File: src/rtl/mem_arbiter_rr_if.sv
// Client-side and downstream line-port bundle for the memory arbiter.
// The master modport is the arbiter's view; slave is the clients/downstream environment.
interface mem_arbiter_rr_if #(
  parameter int NUM_PORTS  = 2,
  parameter int ADDR_WIDTH = 32,
  parameter int LINE_WIDTH = 256
);
  logic [NUM_PORTS-1:0]            c_read;
  logic [NUM_PORTS-1:0]            c_write;
  logic [NUM_PORTS*ADDR_WIDTH-1:0] c_address;
  logic [NUM_PORTS*LINE_WIDTH-1:0] c_wdata;
  logic [LINE_WIDTH-1:0]           c_rdata;
  logic [NUM_PORTS-1:0]            c_resp;
  logic                            pmem_read;
  logic                            pmem_write;
  logic [ADDR_WIDTH-1:0]           pmem_address;
  logic [LINE_WIDTH-1:0]           pmem_wdata;
  logic [LINE_WIDTH-1:0]           pmem_rdata;
  logic                            pmem_resp;

  modport master (
    input  c_read, c_write, c_address, c_wdata, pmem_rdata, pmem_resp,
    output c_rdata, c_resp, pmem_read, pmem_write, pmem_address, pmem_wdata
  );

  modport slave (
    output c_read, c_write, c_address, c_wdata, pmem_rdata, pmem_resp,
    input  c_rdata, c_resp, pmem_read, pmem_write, pmem_address, pmem_wdata
  );
endinterface

File: src/rtl/mem_arbiter_rr.sv
// N-client line-memory arbiter: one granted client at a time drives the downstream
// line port, chosen round-robin or by fixed priority (port 0 highest).
module mem_arbiter_rr #(
  parameter int NUM_PORTS   = 2,
  parameter int ADDR_WIDTH  = 32,
  parameter int LINE_WIDTH  = 256,
  parameter int ROUND_ROBIN = 1,
  parameter int GID_W       = $clog2(NUM_PORTS)
) (
  input  logic              clk,
  input  logic              rst,
  mem_arbiter_rr_if.master  bus,
  output logic              busy,
  output logic [GID_W-1:0]  grant_id
);
  typedef enum logic {IDLE = 1'b0, BUSY = 1'b1} state_t;

  state_t                 state_reg, state_next;
  logic [GID_W-1:0]       grant_reg, grant_next;
  logic [GID_W-1:0]       rr_ptr_reg, rr_ptr_next;
  logic [GID_W-1:0]       sel_idx;
  logic [NUM_PORTS-1:0]   req;
  logic [ADDR_WIDTH-1:0]  addr_arr  [NUM_PORTS];
  logic [LINE_WIDTH-1:0]  wdata_arr [NUM_PORTS];

  assign req = bus.c_read | bus.c_write;

  generate
    for (genvar gi = 0; gi < NUM_PORTS; gi++) begin : g_unpack
      assign addr_arr[gi]  = bus.c_address[gi*ADDR_WIDTH +: ADDR_WIDTH];
      assign wdata_arr[gi] = bus.c_wdata[gi*LINE_WIDTH +: LINE_WIDTH];
    end
  endgenerate

  generate
    if (ROUND_ROBIN != 0) begin : g_rr
      // Scan offsets from farthest to nearest so the nearest requester after rr_ptr wins.
      logic [GID_W:0] idx;
      always_comb begin
        sel_idx = '0;
        idx     = '0;
        for (int k = NUM_PORTS; k >= 1; k--) begin
          idx = {1'b0, rr_ptr_reg} + (GID_W+1)'(k);
          if (idx >= (GID_W+1)'(NUM_PORTS)) begin
            idx = idx - (GID_W+1)'(NUM_PORTS);
          end
          if (req[idx[GID_W-1:0]]) begin
            sel_idx = idx[GID_W-1:0];
          end
        end
      end
    end else begin : g_fp
      always_comb begin
        sel_idx = '0;
        for (int i = NUM_PORTS - 1; i >= 0; i--) begin
          if (req[GID_W'(i)]) begin
            sel_idx = GID_W'(i);
          end
        end
      end
    end
  endgenerate

  always_ff @(posedge clk) begin
    if (rst) begin
      state_reg  <= IDLE;
      grant_reg  <= '0;
      rr_ptr_reg <= GID_W'(NUM_PORTS - 1);
    end else begin
      state_reg  <= state_next;
      grant_reg  <= grant_next;
      rr_ptr_reg <= rr_ptr_next;
    end
  end

  always_comb begin
    state_next       = state_reg;
    grant_next       = grant_reg;
    rr_ptr_next      = rr_ptr_reg;
    bus.pmem_read    = 1'b0;
    bus.pmem_write   = 1'b0;
    bus.pmem_address = '0;
    bus.pmem_wdata   = '0;
    bus.c_resp       = '0;
    case (state_reg)
      IDLE: begin
        if (|req) begin
          state_next = BUSY;
          grant_next = sel_idx;
        end
      end
      BUSY: begin
        // Write wins when a client raises both strobes.
        bus.pmem_write   = bus.c_write[grant_reg];
        bus.pmem_read    = bus.c_read[grant_reg] & ~bus.c_write[grant_reg];
        bus.pmem_address = addr_arr[grant_reg];
        bus.pmem_wdata   = wdata_arr[grant_reg];
        if (bus.pmem_resp) begin
          bus.c_resp[grant_reg] = 1'b1;
          state_next            = IDLE;
          if (ROUND_ROBIN != 0) begin
            rr_ptr_next = grant_reg;
          end
        end
      end
      default: state_next = IDLE;
    endcase
  end

  assign bus.c_rdata = bus.pmem_rdata;
  assign busy        = (state_reg == BUSY);
  assign grant_id    = grant_reg;
endmodule

File: src/flat_wrapper.sv
// flat-port wrapper written by rule: the top's interface ports become plain ports
module mem_arbiter_rr_flat 
#(
  parameter int NUM_PORTS   = 2,
  parameter int ADDR_WIDTH  = 32,
  parameter int LINE_WIDTH  = 256,
  parameter int ROUND_ROBIN = 1,
  parameter int GID_W       = $clog2(NUM_PORTS)
)
  (clk, rst, busy, grant_id, bus_c_read, bus_c_write, bus_c_address, bus_c_wdata, bus_pmem_rdata, bus_pmem_resp, bus_c_rdata, bus_c_resp, bus_pmem_read, bus_pmem_write, bus_pmem_address, bus_pmem_wdata);
  mem_arbiter_rr_if #(.NUM_PORTS(NUM_PORTS), .ADDR_WIDTH(ADDR_WIDTH), .LINE_WIDTH(LINE_WIDTH)) bus_i ();
  input  logic clk;
  input  logic rst;
  output logic busy;
  output logic [GID_W-1:0] grant_id;
  input wire logic [$bits(bus_i.c_read)-1:0] bus_c_read;
  input wire logic [$bits(bus_i.c_write)-1:0] bus_c_write;
  input wire logic [$bits(bus_i.c_address)-1:0] bus_c_address;
  input wire logic [$bits(bus_i.c_wdata)-1:0] bus_c_wdata;
  input wire logic [$bits(bus_i.pmem_rdata)-1:0] bus_pmem_rdata;
  input wire logic [$bits(bus_i.pmem_resp)-1:0] bus_pmem_resp;
  output wire logic [$bits(bus_i.c_rdata)-1:0] bus_c_rdata;
  output wire logic [$bits(bus_i.c_resp)-1:0] bus_c_resp;
  output wire logic [$bits(bus_i.pmem_read)-1:0] bus_pmem_read;
  output wire logic [$bits(bus_i.pmem_write)-1:0] bus_pmem_write;
  output wire logic [$bits(bus_i.pmem_address)-1:0] bus_pmem_address;
  output wire logic [$bits(bus_i.pmem_wdata)-1:0] bus_pmem_wdata;
  assign bus_i.c_read = bus_c_read;
  assign bus_i.c_write = bus_c_write;
  assign bus_i.c_address = bus_c_address;
  assign bus_i.c_wdata = bus_c_wdata;
  assign bus_i.pmem_rdata = bus_pmem_rdata;
  assign bus_i.pmem_resp = bus_pmem_resp;
  assign bus_c_rdata = bus_i.c_rdata;
  assign bus_c_resp = bus_i.c_resp;
  assign bus_pmem_read = bus_i.pmem_read;
  assign bus_pmem_write = bus_i.pmem_write;
  assign bus_pmem_address = bus_i.pmem_address;
  assign bus_pmem_wdata = bus_i.pmem_wdata;
  mem_arbiter_rr #(.NUM_PORTS(NUM_PORTS), .ADDR_WIDTH(ADDR_WIDTH), .LINE_WIDTH(LINE_WIDTH), .ROUND_ROBIN(ROUND_ROBIN), .GID_W(GID_W)) u_core (.clk(clk), .rst(rst), .bus(bus_i), .busy(busy), .grant_id(grant_id));
endmodule
File: config.mk
export PLATFORM = sky130hd
export DESIGN_NAME = mem_arbiter_rr_flat
export DESIGN_NICKNAME = d
export VERILOG_FILES = /design/src/rtl/mem_arbiter_rr_if.sv /design/src/rtl/mem_arbiter_rr.sv /design/src/flat_wrapper.sv
export SDC_FILE = /design/constraint.sdc
export NUM_CORES = 1
export LEC_CHECK = 0
export CAP_MARGIN = 20
export CORE_AREA = 2 2 535 537
export CTS_CLUSTER_SIZE = 16
export DETAILED_ROUTE_END_ITERATION = 6
export DIE_AREA = 0 0 537 539
export DONT_BUFFER_PORTS = 1
export PLACE_DENSITY = 0.3
export SYNTH_ARGS = -nofsm -noshare
export SYNTH_HDL_FRONTEND = slang
export SYNTH_SLANG_ARGS = --single-unit
File: constraint.sdc
create_clock -name clk -period 3.1 [get_ports clk]
set_clock_uncertainty 0.2 [all_clocks]
set_input_delay 0.62 -clock clk [delete_from_list [all_inputs] [get_ports clk]]
set_output_delay 0.62 -clock clk [all_outputs]
set_load 0.05 [all_outputs]
==> metrics.txt <==
synthesized instance count=918; cells taking the most area after synthesis=mux2i_1, buf_4, nor2b_1, buf_6, clkbuf_1; CTS buffer count=3; core area=0.284 mm^2; cell row count=196; sequential share of power=1.8%; Die Span Y=between 500 and 600 um; vias=between 7000 and 8000; switching part of the total=63.3%; # clock sinks=3; clock transition at the registers of the reported paths=~0.03 ns; Hold-fix buffers, CTS=0; first-pass GRT wire length=201000 um; Syn Nets=roughly 1800; Worst Hold Class=flop to flop; DR pass1 iterations=5; # Max-Cap Violations=0; CP max stage cell=dfxtp_4; initial core utilization=2.53%; Yosys Warn Count=0; DIE WIDTH=537 um; Arr. time, crit path=2.01 ns; endpoints failing setup=0; worst r2r src=u_core.grant_id; sw power=2.14 mW; Multi-input gate area=0.00510 mm^2; most used cell along the critical path=buf_4; Setup TNS=0 ns; htree depth=1; PwrDens=244 mW/mm^2; Critical Path Sink=bus_pmem_wdata[167]; DRT Wirelength=185000 um; clock power share=6.1%; initial antenna violation count=187; P_leak=3.63 nW; DIE AREA=0.289 mm^2; DR WL/cell=39.2 um; f_max=353 MHz; RSZ-0062 raised after global routing=false; Seq/Total Area, Yosys=0.835%; Post-synth top cells=nor2b_1, mux2i_1, buf_4; Max clock buf depth=2; distinct cell type count after synthesis=20; post-CTS sizing=0; ANT nets after route=0; crit end category=primary output; CP startpoint kind=flop; crit-path max cell delay=0.53 ns; largest net degree at the start of global routing=79; worst slack at placement=between 0.5 and 0.6 ns; status=finished, final reports clean; Tot GR Track Use=about 12%; Final Max Tran Viols=0; WS Path Type=flop to primary output; worst-skew pair later-pin latency=0.23 ns; post-route clock period utilization=91.4%; flip-flop and latch area=67.6 um^2; multiplexer area fraction after synthesis=40.2%; post-synth top area cell=mux2i_1; vias in the first global route=7375; Main synth FF type=dfxtp_1; Post-synth ARST share=0%; proportion of layout cells with a drive suffix above 1=48.5%; Comb power frac=between 90 and 100%; Post-Syn Area=0.00720 mm^2; Critical path origin=u_core.grant_id; Post-Synth Adder-Cell Area=0%; CP Cell Sequence=buf_12, buf_4, mux2i_1, nor2b_1, buf_4; CP max FO=22; register bit total from synthesis=3; Final Critical Period=~2.8 ns; I/O pin count=1389; mean cell area of the mapped netlist=7.84 um^2; top-count cell post-synth=nor2b_1; CP Data Required Time=around 2.3 ns; final setup margin=0.267 ns; post-layout net count=about 1800; Slew HR=61.8%; XOR/XNOR share of the synthesized area=0%; Reg2Reg Depth=3; Final GP Congestion=0.886; Residual DRC=0; Tightest Pin Transition=0.573 ns; VDD IR max=0.000122 V; TritonCTS clock tree=done; Final Hold Fails=0; Synth-to-Final Area Change=92.0%; setup bufs post-CTS=0; Filler cells=33595; simple-gate share of the synthesized area=25.8%; largest family of logic cells by synthesized area=multiplexers; post-synthesis compound-gate area fraction=0.765%; top cell type's share of synthesized area=40.2%; Pint=1.24 mW; flop-to-flop setup slack=1.14 ns; GR Overflow Total=0; input/output buffers=0; worst r2r dst=u_core.rr_ptr_reg; Post-DP HPWL=179000 um; EDFF count, synth=0; Root Driver=clkbuf_16; post-DR vias/cell=1.65; DR iter-0 viols=approximately 430
power groups by stage:
stage,clock (mW),sequential [mW],combinational (mW)
after floorplan,0,0.0505,2.58
after global placement,0,0.0612,3.22
after detailed placement,0,0.0613,3.23
after CTS,0.207,0.0608,3.23
after global routing,0.209,0.0606,3.30
final,0.207,0.0607,3.11
per-stage QoR:
| stage | hold WS [ns] | total power [mW] | utilization [%] | area [um^2] | instances |
|---|---|---|---|---|---|
| 2_1_floorplan | 0.229 | 2.63 | - | 7200 | 918 |
| 3_3_place_gp | 0.238 | 3.28 | 4.81 | 13700 | 4680 |
| 3_5_place_dp | 0.244 | 3.29 | 4.81 | 13700 | 4680 |
| 4_1_cts | 0.253 | 3.50 | 4.84 | 13700 | 4684 |
| 5_1_grt | 0.265 | 3.57 | 4.84 | 13800 | 4695 |
| 6_report | 0.262 | 3.38 | 4.87 | 13800 | 4719 |
cell usage in the layout (no fill, tap or decap), types with 2 or more instances in the layout:
cell,instances
nor2b_2,118
nor2b_1,172
clkbuf_16,3
buf_12,108
buf_4,213
nor2_1,2
diode_2,35
mux2i_1,289
dfxtp_4,2
area by class of cell:
cell class                 count  area share, %
multi-input combinational    593           36.9
tap                         3762           34.1
timing repair buffer         322           27.3
antenna                       35          0.634
clock buffer                   4          0.570
sequential                     3          0.489
cell families (layout without fill, tap and decap cells):
kind of cell | after synthesis | count (layout)
AO/OA/AOI/OAI | 7 | 7
buffers and inverters | 322 | 326
flip-flops | 3 | 3
multiplexers | 289 | 289
other | 0 | 35
AND/OR/NAND/NOR | 297 | 297
critical path: cells and delay by family (launching register included):
kind / cells / cell delay, ns
buffers and inverters: 3 / 0.86
flip-flops: 1 / 0.53
AND/OR/NAND/NOR: 1 / 0.21
multiplexers: 1 / 0.16
worst min path at each step:
stage,from,endpoint,slack [ns],depth (start not counted)
floorplan,u_core.rr_ptr_reg,u_core.rr_ptr_reg,0.23,1
global route,u_core.rr_ptr_reg,u_core.rr_ptr_reg,0.27,1
detailed placement,u_core.rr_ptr_reg,u_core.rr_ptr_reg,0.24,1
global placement,u_core.rr_ptr_reg,u_core.rr_ptr_reg,0.24,1
finish,u_core.rr_ptr_reg,u_core.rr_ptr_reg,0.26,1
CTS,u_core.rr_ptr_reg,u_core.rr_ptr_reg,0.25,1
per-layer routing:
metal	wire length [um]	track usage [%]
met1	49700	9.80
met2	76600	18.4
met5	647	0
met4	5940	2.57
met3	52400	15.3
Power figures use the tool's default switching activity.
